==> src/rtl/cache_assoc.sv <==
// Set-associative (1 or 2 way, LRU) write-through, no-write-allocate cache between a word port and a line-wide memory port.
// Define CACHE_STATS_EN to build saturating read hit/miss counters; otherwise hit_count/miss_count are tied to 0.
module cache_assoc #(
  parameter int WORD_SIZE  = 16,
  parameter int LINE_WORDS = 4,
  parameter int SETS       = 4,
  parameter int WAYS       = 2
) (
  input  logic                            clk,
  input  logic                            reset,
  input  logic                            readC,
  input  logic                            writeC,
  input  logic [WORD_SIZE-1:0]            address,
  input  logic [WORD_SIZE-1:0]            wdata_dp,
  output logic [WORD_SIZE-1:0]            rdata_dp,
  output logic                            readyC,
  output logic                            readM,
  output logic                            writeM,
  output logic [WORD_SIZE-1:0]            addressM,
  output logic [WORD_SIZE*LINE_WORDS-1:0] wdataM,
  output logic [LINE_WORDS-1:0]           wmaskM,
  input  logic [WORD_SIZE*LINE_WORDS-1:0] rdataM,
  input  logic                            readyM,
  output logic [15:0]                     hit_count,
  output logic [15:0]                     miss_count
);

  localparam int OFF_W  = $clog2(LINE_WORDS);
  localparam int IDX_W  = $clog2(SETS);
  localparam int IDX_B  = (IDX_W > 0) ? IDX_W : 1;
  localparam int NSET   = 1 << IDX_B;
  localparam int TAG_W  = WORD_SIZE - OFF_W - IDX_W;
  localparam int LINE_W = WORD_SIZE * LINE_WORDS;

  typedef enum logic [1:0] {IDLE, FILL, WRITE, DONE} state_t;
  state_t state, state_nxt;

  logic [OFF_W-1:0]     off;
  logic [IDX_B-1:0]     idx;
  logic [TAG_W-1:0]     tag;
  logic [WORD_SIZE-1:0] aligned;

  assign off     = address[OFF_W-1:0];
  assign idx     = (IDX_W > 0) ? IDX_B'(address >> OFF_W) : '0;
  assign tag     = TAG_W'(address >> (OFF_W + IDX_W));
  assign aligned = address & ~WORD_SIZE'(LINE_WORDS - 1);

  // Way storage is always two deep; way 1 is never validated when WAYS=1.
  logic                 valid_q [2][NSET];
  logic                 lru_q   [NSET];
  logic [TAG_W-1:0]     tag_q   [2][NSET];
  logic [WORD_SIZE-1:0] data_q  [2][NSET][LINE_WORDS];

  logic [OFF_W-1:0] req_off_p1;
  logic [IDX_B-1:0] req_idx_p1;
  logic [TAG_W-1:0] req_tag_p1;
  logic             victim_p1;

  logic                 hit0, hit1, hit, hit_way, victim;
  logic [WORD_SIZE-1:0] hit_word, fill_word;

  assign hit0    = valid_q[0][idx] && (tag_q[0][idx] == tag);
  assign hit1    = (WAYS == 2) && valid_q[1][idx] && (tag_q[1][idx] == tag);
  assign hit     = hit0 || hit1;
  assign hit_way = hit1;
  assign hit_word  = data_q[hit_way][idx][off];
  assign fill_word = rdataM[req_off_p1*WORD_SIZE +: WORD_SIZE];

  always_comb begin
    victim = 1'b0;
    if (!valid_q[0][idx])
      victim = 1'b0;
    else if ((WAYS == 2) && !valid_q[1][idx])
      victim = 1'b1;
    else if (WAYS == 2)
      victim = lru_q[idx];
  end

  always_comb begin
    state_nxt = state;
    case (state)
      IDLE: begin
        if (writeC)
          state_nxt = WRITE;
        else if (readC)
          state_nxt = hit ? DONE : FILL;
      end
      FILL:    if (readyM) state_nxt = DONE;
      WRITE:   if (readyM) state_nxt = DONE;
      DONE:    state_nxt = IDLE;
      default: state_nxt = IDLE;
    endcase
  end

  assign readyC = (state == DONE);
  assign readM  = (state == FILL);
  assign writeM = (state == WRITE);

  // IDLE decision edge: latch request, update LRU/outputs; FILL completion edge: install line.
  always_ff @(posedge clk or posedge reset) begin
    if (reset) begin
      state      <= IDLE;
      valid_q    <= '{default: '0};
      lru_q      <= '{default: '0};
      rdata_dp   <= '0;
      addressM   <= '0;
      wdataM     <= '0;
      wmaskM     <= '0;
      req_off_p1 <= '0;
      req_idx_p1 <= '0;
      req_tag_p1 <= '0;
      victim_p1  <= 1'b0;
    end else begin
      state <= state_nxt;
      case (state)
        IDLE: begin
          if (writeC) begin
            addressM <= aligned;
            wdataM   <= LINE_W'(wdata_dp) << (off * WORD_SIZE);
            wmaskM   <= LINE_WORDS'(1) << off;
            if (hit && (WAYS == 2)) lru_q[idx] <= ~hit_way;
          end else if (readC) begin
            if (hit) begin
              rdata_dp <= hit_word;
              if (WAYS == 2) lru_q[idx] <= ~hit_way;
            end else begin
              addressM   <= aligned;
              wdataM     <= '0;
              wmaskM     <= '0;
              req_off_p1 <= off;
              req_idx_p1 <= idx;
              req_tag_p1 <= tag;
              victim_p1  <= victim;
            end
          end
        end
        FILL: begin
          if (readyM) begin
            valid_q[victim_p1][req_idx_p1] <= 1'b1;
            rdata_dp <= fill_word;
            if (WAYS == 2) lru_q[req_idx_p1] <= ~victim_p1;
          end
        end
        default: ;
      endcase
    end
  end

  // Tag and data arrays carry no reset; validity alone decides whether they are used.
  always_ff @(posedge clk) begin
    if ((state == IDLE) && writeC && hit)
      data_q[hit_way][idx][off] <= wdata_dp;
    if ((state == FILL) && readyM) begin
      tag_q[victim_p1][req_idx_p1] <= req_tag_p1;
      for (int k = 0; k < LINE_WORDS; k++)
        data_q[victim_p1][req_idx_p1][OFF_W'(k)] <= rdataM[k*WORD_SIZE +: WORD_SIZE];
    end
  end

`ifdef CACHE_STATS_EN
  function automatic logic [15:0] sat_inc(input logic [15:0] v);
    return (v == 16'hFFFF) ? v : v + 16'd1;
  endfunction

  always_ff @(posedge clk or posedge reset) begin
    if (reset) begin
      hit_count  <= '0;
      miss_count <= '0;
    end else if ((state == IDLE) && readC && !writeC) begin
      if (hit)
        hit_count <= sat_inc(hit_count);
      else
        miss_count <= sat_inc(miss_count);
    end
  end
`else
  assign hit_count  = '0;
  assign miss_count = '0;
`endif

endmodule

==> config.mk <==
export PLATFORM = sky130hd
export DESIGN_NAME = cache_assoc
export DESIGN_NICKNAME = d
export VERILOG_FILES = /design/src/rtl/cache_assoc.sv
export SDC_FILE = /design/constraint.sdc
export NUM_CORES = 1
export LEC_CHECK = 0
export ABC_AREA = 1
export ABC_CLOCK_PERIOD_IN_PS = 5250
export CAP_MARGIN = 0
export CELL_PAD_IN_SITES_DETAIL_PLACEMENT = 1
export CELL_PAD_IN_SITES_GLOBAL_PLACEMENT = 1
export CORE_ASPECT_RATIO = 1.4
export CORE_MARGIN = 2
export CORE_UTILIZATION = 30
export CTS_BUF_LIST = sky130_fd_sc_hd__clkbuf_16
export DETAILED_ROUTE_END_ITERATION = 7
export PLACE_DENSITY = 0.59
export SLEW_MARGIN = 5
export SYNTH_ARGS = -nofsm -noshare
export SYNTH_HDL_FRONTEND = slang
export SYNTH_SLANG_ARGS = --single-unit
==> constraint.sdc <==
create_clock -name clk -period 5.25 [get_ports clk]
set_input_delay 0.525 -clock clk [delete_from_list [all_inputs] [get_ports clk]]
set_output_delay 0.525 -clock clk [all_outputs]
set_load 0.005 [all_outputs]
* Word-level counts from Yosys, hierarchy flattened
Memories as Yosys holds them, arrays and structs flattened.
Index checks and enable logic that the tools add are counted.
** Cells by class
- $lt $le $gt $ge :: 8
- Reduce and logical (&&, ||, !) cells :: 21
- Bitwise operators :: 265
- Shift-type cells :: 3
- Muxes and demuxes :: 330
- Eq/ne operators :: 12
** Operator list (count)
- $mux W256 :: 5
- $mux W64 :: 7
- $demux W64 S2 :: 3
- $mux W1 :: 269
- $or A1 B1 Y1 :: 256
- $reduce_or A256 Y1 :: 1
- $mux W16 :: 10
- $bmux W64 S2 :: 1
- $mux W48 :: 2
- $shiftx A64 B7 Y16 :: 1
- $shl A16 B6 Y64 :: 1
- $mux W12 :: 5
- $bmux W12 S2 :: 2
- $bmux W16 S2 :: 1
- $demux W16 S2 :: 1
- $mux W4 :: 8
- $pmux W16 S2 :: 1
- $demux W12 S2 :: 1
- $eq A12 B12 Y1 :: 2
- $ge A3 B3 Y1 const B :: 3
- $logic_and A1 B1 Y1 :: 9
- $lt A3 B1 Y1 const B :: 3
- $not A2 Y3 :: 3
- $bwmux W4 :: 2
- other kinds (25) :: 42
** Storage, ports and cells
- Output and inout port bits :: 135
- Input port bits :: 101
- Word-level logic and storage cells :: 662
- Register bits :: 131
- RAM bits :: 608
- Memories kept :: 2
** Memories
- data_q :: words 2, bits a word 256, read ports 1, clocked after Yosys merged registers in 0, write ports 1, RTL line 52 : logic [WORD_SIZE-1:0] data_q [2][NSET][LINE_WORDS];
- tag_q :: words 2, bits a word 48, read ports 2, clocked after Yosys merged registers in 0, write ports 1, RTL line 51 : logic [TAG_W-1:0] tag_q [2][NSET];

* Longest topological paths before layout
Gate-level depths: netlist of the first run.
An unclocked memory read counts as a cell.
- Depth in word-level cells :: 17
- Gate-level depth with buffers :: 23
- Mapped depth without buffers :: 20

* Worst setup path after synthesis of the first run
Ideal clock, no wire load.
- Path kind :: input port to flip-flop
- Start point :: input port address[3]
- End point :: memory data_q[0][32] (netlist name), enable pin
- Library setup time :: 0.394 ns
- Setup slack :: 1.815 ns
- Stages on the path :: 17
- Data arrival time :: 3.041 ns
- Required time :: 4.856 ns
- Buffers on the path :: 4
- Path through :: buf_4 inv_2 buf_2 nand2_1 nand2_1 nand2_1 nand2_1 nand3_2 nor2_4 nand2_4 buf_2 buf_6 nand2_1 nand2_1 inv_1 nand2_1 a21oi_1
** On the way
- Word-level cells in the longest chain between the ends :: 11
- Elaborated cells on any way between the ends :: 28
- Those cells by class :: order compare (2); eq/ne (2); mux (18); bitwise (1); reduce/logical (5)
** RTL lines
- from (decl) :: RTL line 13 : input logic [WORD_SIZE-1:0] address,
- $not A2 Y3 (implied by the code) * :: RTL line 62, 63, 152
- $bmux W12 S2 (on tied branches) :: RTL line 62, 63
- $mux W12 (on tied branches) (2 in a row) :: RTL line 62, 63
- $eq A12 B12 Y1 (on tied branches) :: RTL line 62, 63
- $logic_and A1 B1 Y1 (on tied branches) :: RTL line 62, 63
- $logic_or A1 B1 Y1 :: RTL line 64 : assign hit = hit0 || hit1;
- $logic_and A1 B1 Y1 :: RTL line 151 : if ((state == IDLE) && writeC && hit)
- $mux W1 :: RTL line 151
- $mux W256 (implied by the code) :: RTL line 152 : data_q[hit_way][idx][off] <= wdata_dp;
- $mux W256 (no source line)
- to (decl) :: RTL line 52
Every way passes the cells marked *; elsewhere a longest branch is shown, timed or not. The select of a mux whose other input is x is not followed.

* Worst setup path after layout of the first run
- Start point :: input port address[2]
- End point :: register rdata_dp[15]
** On the way
- Word-level cells in the longest chain between the ends :: 17
- Elaborated cells on any way between the ends :: 31
- Those cells by class :: eq/ne (3); mux (22); bitwise (1); reduce/logical (4); memory (1)
** RTL lines
- $not A2 Y3 (implied by the code) * :: RTL line 62, 63, 66
- $bmux W12 S2 :: RTL line 63 : assign hit1 = (WAYS == 2) && valid_q[1][idx] && (tag_q[1][idx] == tag);
- $mux W12 (implied by the code) (2 in a row) :: RTL line 63
- $eq A12 B12 Y1 :: RTL line 63
- $logic_and A1 B1 Y1 :: RTL line 63
- $mem_v2 Z2 W256
- $bmux W64 S2 :: RTL line 66 : assign hit_word = data_q[hit_way][idx][off];
- $mux W64 (implied by the code) (2 in a row) :: RTL line 66
- $bmux W16 S2 :: RTL line 66
- $mux W16 (implied by the code) (2 in a row) :: RTL line 66
- $mux W16 :: RTL line 123 : if (hit) begin
- $mux W16 :: RTL line 122 : end else if (readC) begin
- $mux W16 :: RTL line 117 : if (writeC) begin
- $pmux W16 S2 :: RTL line 115 : case (state)
- to (signal assigned) :: RTL line 124 : rdata_dp <= hit_word;
- to (signal assigned) :: RTL line 140 : rdata_dp <= fill_word;
- to (decl) :: RTL line 15 : output logic [WORD_SIZE-1:0] rdata_dp,
Marked as above.
A chain may end at the register's enable or synchronous reset.

==> out/results.ini, run 1 <==
[grt]
grt_pass1_wl_um=181100
grt_pass1_vias=26150
grt_max_degree=80
antenna_found_initial=2
track_usage_pct=21.91
overflow=0

[hold_path]
hp-class=input port to asynchronous set/reset pin

[power_and_ir_drop]
p_int_uw=11760
swShare_pct=31.43
pwr-share-seq_pct=45.0
clkPwrFrac_pct=33.2
p_per_area_mw_per_mm2=429.9
cellLeakagePower_uw=0.01639
ir_drop_mv=0.2745
p_sw_uw=5390
combPwrFrac_pct=21.8

[clocking]
cts_tree=built
cts_resized=0
clk_pin_slew_worst_paths_ns=0.07
numCtsBuffers=74
cts_post_setup_buffers_inserted=0
root_buffer=clkbuf_16
clk_path_buf_depth=3
cts.hold.buffers_added=0
htreeDepth=3
worst_skew_pair.late_latency_ns=0.66
clock-sinks=737

[floorplanning]
start_util_pct=30.26
num_rows=144
die_h_um=398.3
io_pins=236
dieArea_mm2=0.1138
core_mm2=0.1101
fp.dieW_um=285.6

[synthesis]
synthTopCellsByCount=699 x nand2_1, 608 x edfxtp_1, 422 x inv_1, 407 x nand3_1, 230 x nor2_1
synth_most_common_cell=nand2_1
ys.warnings.count=0
netlist.area_leader.share_pct=54.80
ys.flop_type=edfxtp_1
synth_edf_count=608
netlist_area_mm2=0.03331
synth_top_cell_by_area=edfxtp_1
synthArstFlopShare_pct=17.50
synth-seq-area-share_pct=64.49
synth_area_per_cell_um2=10.13
ys_ff_latch=737
synth_cells=3290
ys_top_cells_by_area=edfxtp_1 55%, dfrtp_1 9.7%, nand2_1 7.9%
synth_cell_type_count=39

[setup_path]
crit_path_end_kind=flop
arrival_ns=4.58
cp_max_fo=79
crit_type=input port to flop
start_kind=input port
cp.required_ns=5.80

[detailed_routing]
drt-vias-per-instance=5.014
drc=0
drt_wl_total_um=124600
vias=25150
firstDrtPassIters=7
drtIter0Drc=1660
wire_per_inst_um=24.85
drtAntennaViolNets=0

[timing]
post-route-period-util_pct=76.72
finalSetupViolCount=0
fin_tns_setup_ns=0
finClkSkew_ns=0.02509
maxSlewHeadroom_pct=25.43
finalMaxSlewViolations=0
holdWs_ns=0.3600
max_freq_mhz=248.3
worstMarginPinSlew_ns=1.114
rsz0062_at_grt=false
fin_crit_ns=4.028
hold_violations=0

[layout]
fill_cells=12310
stdcell_count=5016
utilization_pct=36.24
area_growth_pct=19.74
stdcell_area_mm2=0.03989
drive_gt1_share_pct=8.017
nets=3602

[placement]
dpl.hpwl_um=84210
dp_cells=4881
io_buffers=201
gp_congestion=0.8650
post_dp_cell_area_mm2=0.03734

[job]
cap_violations=0

[status]
status=complete, no violations

==> registers in the layout, summed over array words and instances (netlist names), 4 cells and up <==
signal      count
rdata_dp       16
req_tag_p1     12
wmaskM          4
lru_q           4
data_q        512
addressM       14
wdataM         64
valid_q         8
tag_q          96
==> layer usage <==
metal  vias to the layer above  track usage, %  share of wire [%]
met5                         -               0              0.010
met4                         2           9.564                4.4
met3                       196           3.434                4.9
met2                       705           38.92                 50
met1                     12800           26.15                 40
li1                      11450               -                  -
==> final timing paths <==
path                                        start  slack, ns                       end  depth (start not counted)
setup / recovery                       address[2]       1.22  rdata_dp[15]$_DFFE_PP0P_                         23
hold / removal                              reset       0.36    wdataM[50]$_DFFE_PP0P_                          2
setup reg to reg             state[1]$_DFFE_PP0P_       1.80  data_q[1][108]$_DFFE_PP_                          9
hold reg to reg            valid_q[4]$_DFFE_PP0P_       0.46    valid_q[4]$_DFFE_PP0P_                          2
max in group asynchronous                   reset       3.89   addressM[4]$_DFFE_PP0P_                          3
min in group clk           valid_q[4]$_DFFE_PP0P_       0.46    valid_q[4]$_DFFE_PP0P_                          2
==> power by group through the flow <==
stage	clock network, µW	registers, µW	logic, µW
floorplan	0	7640	1740
global placement	0	7820	3700
detailed placement	0	7820	3740
CTS	5800	7720	3750
global route	5980	7780	4030
finish	5700	7720	3730
==> metrics by stage <==
stage | power [µW] | setup WS (ns)
6_report | 17150 | 1.222
5_1_grt | 17790 | 0.8282
4_1_cts | 17260 | 1.263
3_5_place_dp | 11560 | 0.5458
3_3_place_gp | 11520 | 0.6305
2_1_floorplan | 9381 | 1.284
==> critical path, stage by stage <==
cell             delay, ns
clkdlybuf4s50_1       0.76
inv_2                 0.24
buf_4                 0.26
nand2_1               0.07
nand2_1               0.05
nand2_1               0.10
nand2_1               0.09
nand2_1               0.07
nand2_1               0.06
nor2_1                0.11
nand2_1               0.10
nor2_4                0.13
buf_12                0.39
buf_4                 0.40
nand3b_1              0.14
nand3_1               0.11
nand2_1               0.06
nor2_1                0.23
nor2_1                0.13
nor2_1                0.26
nand3_1               0.11
nand2_1               0.07
nand2_1               0.05
==> layout make-up <==
cell class	instances	area, µm²	area share (%)
diodes	1	2.502	0.006273
repair buffers	315	2968	7.440
clock buffers	77	1927	4.830
flip-flops and latches	737	21490	53.86
inverters	430	1619	4.059
multi-input cells	1939	9435	23.65
clock inverters	57	626.9	1.571
well taps	1460	1827	4.579
==> cell families after synthesis <==
group	synth area share, %
and+or+nand+nor	19.74
DFF	64.49
buffers and inverters	8.101
xor gates and xnor gates	0.1314
adders and majority gates	0.1502
other	0.01126
AOI/OAI and AO/OA	7.369
==> cell usage in the layout (no fill, tap or decap), types with 5 or more instances in the layout <==
cell type,instances
conb_1,34
nand3b_1,121
a21oi_2,9
clkbuf_16,77
clkdlybuf4s50_1,201
inv_2,5
o211ai_1,51
o21ai_4,5
nor2_4,7
o21ai_1,26
bufinv_16,13
dfrtp_1,128
a22oi_1,17
clkinv_1,12
buf_4,106
o221ai_1,32
buf_12,8
inv_1,433
a21oi_1,104
edfxtp_1,608
xor2_1,5
nor2_2,9
nand2_1,697
nand2_2,5
nor2_1,222
nand3_1,407
o21ai_0,140
clkinv_2,13
a31oi_1,17
o21ai_2,11
Note: power is estimated with default switching activity, not from simulation.
==> inputs of run 2 (changes only) <==
--- a/config.mk
+++ b/config.mk
@@ -6,7 +6,7 @@
 export NUM_CORES = 1
 export LEC_CHECK = 0
 export ABC_AREA = 1
-export ABC_CLOCK_PERIOD_IN_PS = 5250
+export ABC_CLOCK_PERIOD_IN_PS = 3250
 export CAP_MARGIN = 0
 export CELL_PAD_IN_SITES_DETAIL_PLACEMENT = 1
 export CELL_PAD_IN_SITES_GLOBAL_PLACEMENT = 1
@@ -15,7 +15,7 @@
 export CORE_UTILIZATION = 30
 export CTS_BUF_LIST = sky130_fd_sc_hd__clkbuf_16
 export DETAILED_ROUTE_END_ITERATION = 7
-export PLACE_DENSITY = 0.59
+export PLACE_DENSITY = 0.61
 export SLEW_MARGIN = 5
 export SYNTH_ARGS = -nofsm -noshare
 export SYNTH_HDL_FRONTEND = slang
==> constraint.sdc (replaced) <==
create_clock -name clk -period 3.25 [get_ports clk]
set_input_delay 0.325 -clock clk [delete_from_list [all_inputs] [get_ports clk]]
set_output_delay 0.325 -clock clk [all_outputs]
set_load 0.005 [all_outputs]
==> out/results.ini, run 2 (same netlist as run 1, synthesis figures left out) <==
[timing]
post-route-period-util_pct=94.84
worstMarginPinSlew_ns=0.8274
max_freq_mhz=324.4
rsz0062_at_grt=true
finalSetupViolCount=0
finClkSkew_ns=0.02377
setup_ws_ns=0.1676
holdWs_ns=0.3402
fin_tns_setup_ns=0
hold_violations=0
fin_crit_ns=3.082
finalMaxSlewViolations=0
maxSlewHeadroom_pct=44.84

[floorplanning]
io_pins=236
core_mm2=0.1101
fp.dieW_um=285.6
num_rows=144
die_h_um=398.3
start_util_pct=30.26
dieArea_mm2=0.1138

[clocking]
root_buffer=clkbuf_16
clk_path_buf_depth=3
clk_pin_slew_worst_paths_ns=0.07
clock-sinks=737
htreeDepth=3
numCtsBuffers=71
cts_tree=built
worst_skew_pair.late_latency_ns=0.67

[power_and_ir_drop]
swShare_pct=32.54
p_sw_uw=8899
p_per_area_mw_per_mm2=656.7
combPwrFrac_pct=24.6
p_int_uw=18450
ir_drop_mv=0.4430
clkPwrFrac_pct=29.7
cellLeakagePower_uw=0.01737
pwr-share-seq_pct=45.7

[grt]
overflow=0
use_met3_pct=3.949
top_usage_layer=met2
grt_max_degree=71
grt_util_met1_pct=26.11
met2_usage_pct=40.38
antenna_found_initial=3
track_usage_pct=22.58
grt_pass1_wl_um=186600
grt_pass1_vias=27180

[job]
cap_violations=0

[placement]
post_dp_cell_area_mm2=0.03939
io_buffers=201
gp_congestion=0.9282
place_ws_ns=-0.9499
dpl.hpwl_um=90930

[layout]
top_regs=data_q (512), tag_q (96), wdataM (64)
area_growth_pct=25.03
nets=3780
drive_gt1_share_pct=12.10
largest_reg_flops=512
stdcell_area_mm2=0.04165
top_register=data_q
layout.cells.most_common_list=696 x nand2_1, 608 x edfxtp_1, 443 x inv_1, 406 x nand3_1, 226 x buf_4
final_common_cell=nand2_1

[setup_path]
cp.required_ns=3.81
crit_family=simple AND/OR/NAND/NOR gates
path_buf_inv=3
crit_chain=nand2_1 -> nand2_1 -> nand2_1 -> nand2_1 -> nand2_1 -> nand2_1 -> nor2_1 -> nand2_1 -> nor2_4 -> buf_12 -> buf_4 -> buf_16 -> nand3b_1 -> nand3_1 -> nand2_1 -> nor2_1 -> nor2_1 -> nor2_2 -> nand3_2 -> nand2_1 -> nand2_1
crit_path_end_kind=flop
slowest_delay_ns=0.38
start_kind=flop
cp_max_fo=42
crit_type=flop to flop
path_common_cell=nand2_1
arrival_ns=3.64
slowest_stage=edfxtp_1

[hold_path]
hp-class=input port to flop

[detailed_routing]
wire_per_inst_um=24.72
drt-vias-per-instance=5.030
drc=0
drt_wl_total_um=128400
firstDrtPassIters=5
vias=26130
drtIter0Drc=1726
drtAntennaViolNets=0

[status]
status=complete, no violations

-- run 2: final timing paths --
path	start	to	slack, ns	cells after the start
worst max-delay path	tag_q[1][44]$_DFFE_PP_	rdata_dp[15]$_DFFE_PP0P_	0.17	21
worst min-delay path	address[11]	req_tag_p1[7]$_DFFE_PP0P_	0.34	3
worst max register to register	tag_q[1][44]$_DFFE_PP_	rdata_dp[15]$_DFFE_PP0P_	0.17	21
worst min register to register	valid_q[4]$_DFFE_PP0P_	valid_q[4]$_DFFE_PP0P_	0.47	2
max in group asynchronous	reset	addressM[8]$_DFFE_PP0P_	2.01	4
min in group asynchronous	reset	wmaskM[0]$_DFFE_PP0P_	0.55	3
-- run 2: worst register-to-register path: cells and delay by family (launching register included) --
family,cells,cell delay [ns]
buffers and inverters,3,0.70
AND/OR/NAND/NOR,18,1.90
flip-flops,1,0.38
-- run 2: through the flow --
step | total power (µW) | utilization (%) | cells
detailed placement | 19370 | 35.78 | 5059
floorplan | 15150 | - | 3323
global route | 28370 | 37.84 | 5194
CTS | 27520 | 37.82 | 5194
global placement | 19270 | 35.78 | 5059
finish | 27350 | 37.84 | 5195
-- run 2: layer usage --
layer  vias to the layer above  wire length [µm]  share of wire (%)
met5                         -                10             0.0078
met1                     13280             50310                 39
met4                         2              6372                5.0
met3                       233              6938                5.4
met2                       801             64810                 50
li1                      11820                 -                  -
-- run 2: power groups by stage --
| stage | Combinational, µW | Clock, µW | Sequential [µW] |
|---|---|---|---|
| floorplan | 2810 | 0 | 12300 |
| global placement | 6610 | 0 | 12700 |
| detailed placement | 6700 | 0 | 12700 |
| CTS | 6740 | 8280 | 12500 |
| global route | 7220 | 8570 | 12600 |
| finish | 6730 | 8120 | 12500 |
-- run 2: area by class of cell --
type / count / area [µm²]
fillers: 12300 / 68430
flip-flops and latches: 737 / 21490
multi-input cells: 1939 / 9413
repair buffers: 496 / 5085
clock buffers: 76 / 1902
well taps: 1460 / 1827
inverters: 430 / 1618
clock inverters: 56 / 321.6
diodes: 1 / 2.502
-- run 2: what timing repair did --
action | CTS | global route
hold buffers | 1 | 0
hold endpoints to repair | 8 | 0
setup endpoints to repair | 7 | 3
setup buffers | 2 | 0
resized for setup | 3 | 4
pin swaps | 1 | 0
==> inputs of run 3 (changes only) <==
--- a/config.mk
+++ b/config.mk
@@ -15,7 +15,7 @@
 export CORE_UTILIZATION = 30
 export CTS_BUF_LIST = sky130_fd_sc_hd__clkbuf_16
 export DETAILED_ROUTE_END_ITERATION = 7
-export PLACE_DENSITY = 0.61
+export PLACE_DENSITY = 0.62
 export SLEW_MARGIN = 5
 export SYNTH_ARGS = -nofsm -noshare
 export SYNTH_HDL_FRONTEND = slang
==> out/results.ini, run 3 (same netlist as run 1, synthesis figures left out) <==
[placement]
place_ws_ns=-0.5189
io_buffers=201
gp_congestion=0.8666
dpl.hpwl_um=89280

[detailed_routing]
firstDrtPassIters=5
drc=0
drt_wl_total_um=127100
vias=26030
drtAntennaViolNets=0
drtIter0Drc=1698
wire_per_inst_um=24.48
drt-vias-per-instance=5.012

[setup_path]
r2r_setup_slack_ns=0.29
crit_path_end_kind=flop
start_kind=input port
slowest_stage=clkdlybuf4s50_1
crit_chain=clkdlybuf4s50_1 -> buf_4 -> buf_4 -> nand2_1 -> nand2_1 -> nand2_1 -> nand3_1 -> nand2_1 -> nor2_1 -> nand2_1 -> nor2_4 -> buf_12 -> buf_12 -> buf_12 -> buf_12 -> nand3b_1 -> nand3_1 -> nand2_1 -> nor2_1 -> nor2_1 -> nor2_1 -> nand3_1 -> nand2_1 -> nand2_1
crit_type=input port to flop
path_common_cell=nand2_1
cp.required_ns=3.81
arrival_ns=3.62
cp_max_fo=19
slowest_delay_ns=0.53

[power_and_ir_drop]
ir_drop_mv=0.4563
combPwrFrac_pct=23.8
clkPwrFrac_pct=30.7
p_total_uw=27320
p_int_uw=18580
p_per_area_mw_per_mm2=654.1
p_sw_uw=8743
cellLeakagePower_uw=0.01736
swShare_pct=32.00
pwr-share-seq_pct=45.5

[clocking]
clk_pin_slew_worst_paths_ns=0.06
numCtsBuffers=72
worst_skew_pair.late_latency_ns=0.67
clock-sinks=737
root_buffer=clkbuf_16
htreeDepth=3
clk_path_buf_depth=3
cts_tree=built

[timing]
rsz0062_at_grt=false
post-route-period-util_pct=94.06
fin_crit_ns=3.057
hold_violations=0
holdWs_ns=0.1031
max_freq_mhz=327.1
finalSetupViolCount=0
maxSlewHeadroom_pct=42.57
finalMaxSlewViolations=0
fin_tns_setup_ns=0
setup_ws_ns=0.1931
finClkSkew_ns=0.02205
worstMarginPinSlew_ns=0.8525

[floorplanning]
io_pins=236
dieArea_mm2=0.1138
num_rows=144
start_util_pct=30.26
core_mm2=0.1101
die_h_um=398.3
fp.dieW_um=285.6

[grt]
grt_pass1_vias=26910
grt_max_degree=71
overflow=0
grt_pass1_wl_um=183200
track_usage_pct=22.25
antenna_found_initial=6

[layout]
nets=3778
final_common_cell=nand2_1
top_regs=data_q (512), tag_q (96), wdataM (64)
top_register=data_q
layout.cells.most_common_list=697 x nand2_1, 608 x edfxtp_1, 436 x inv_1, 407 x nand3_1, 223 x nor2_1
area_growth_pct=25.38
utilization_pct=37.94
drive_gt1_share_pct=12.17
largest_reg_flops=512

[job]
cap_violations=0

[status]
status=complete, no violations

[hold_path]
hp-class=input port to asynchronous set/reset pin

-- run 3: cell count changes in the layout (fill, tap and decap cells not counted), sizes merged --
cell,before,now
inv,454,447
clkinv,30,33
dlygate4sd3,1,0
dlygate4sd2,2,0
clkinvlp,1,3
buf,294,292
clkdlybuf4s50,199,201
bufinv,1,4
-- run 3: timing repair --
| action | 4_1_cts | 5_1_grt |
|---|---|---|
| hold buffers | 0 | 0 |
| endpoints found under the hold margin | 0 | 0 |
| endpoints found under the setup margin | 0 | 115 |
| gates resized for setup | 0 | 1 |
| setup buffers | 0 | 0 |
-- run 3: path summary, 6_finish.rpt --
check	start	endpoint	cells past startpoint
max	address[2]	rdata_dp[1]$_DFFE_PP0P_	24
min	reset	wdataM[50]$_DFFE_PP0P_	2
max reg2reg	tag_q[1][7]$_DFFE_PP_	rdata_dp[8]$_DFFE_PP0P_	23
min reg2reg	valid_q[7]$_DFFE_PP0P_	valid_q[7]$_DFFE_PP0P_	2
max in group asynchronous	reset	addressM[3]$_DFFE_PP0P_	3
min in group clk	address[11]	req_tag_p1[7]$_DFFE_PP0P_	3
-- run 3: final cells by class --
type                            count  area, µm²
Fill cell                       12290      68320
Sequential cell                   737      21490
Multi-Input combinational cell   1939       9400
Timing Repair Buffer              493       5117
Clock buffer                       76       1902
Tap cell                         1460       1827
Inverter                          430       1618
Clock inverter                     57      416.7
Antenna cell                        1      2.502
-- run 3: power groups by stage --
stage / Clock (µW) / Sequential, µW / Combinational, µW
floorplan: 0 / 12300 / 2810
global placement: 0 / 12600 / 6380
detailed placement: 0 / 12600 / 6490
CTS: 8580 / 12400 / 6510
global route: 8900 / 12500 / 6980
finish: 8400 / 12400 / 6490
-- run 3: per-stage QoR --
step | cell area [µm²] | instances
finish | 41770 | 5193
global route | 41770 | 5193
CTS | 41760 | 5192
detailed placement | 39440 | 5059
global placement | 39440 | 5059
floorplan | 33440 | 3323
-- run 3: metal layers --
metal	vias to the layer above	part of all wire (%)	GRT usage, %
li1	11830	-	-
met1	13160	39	26.12
met2	821	50	39.09
met3	217	5.3	3.314
met4	0	5.6	12.03
met5	-	0	0
-- run 3: critical path: cells and delay by family --
family / cells / cell delay (ns)
simple gates: 17 / 1.64
buf+inv: 7 / 1.59
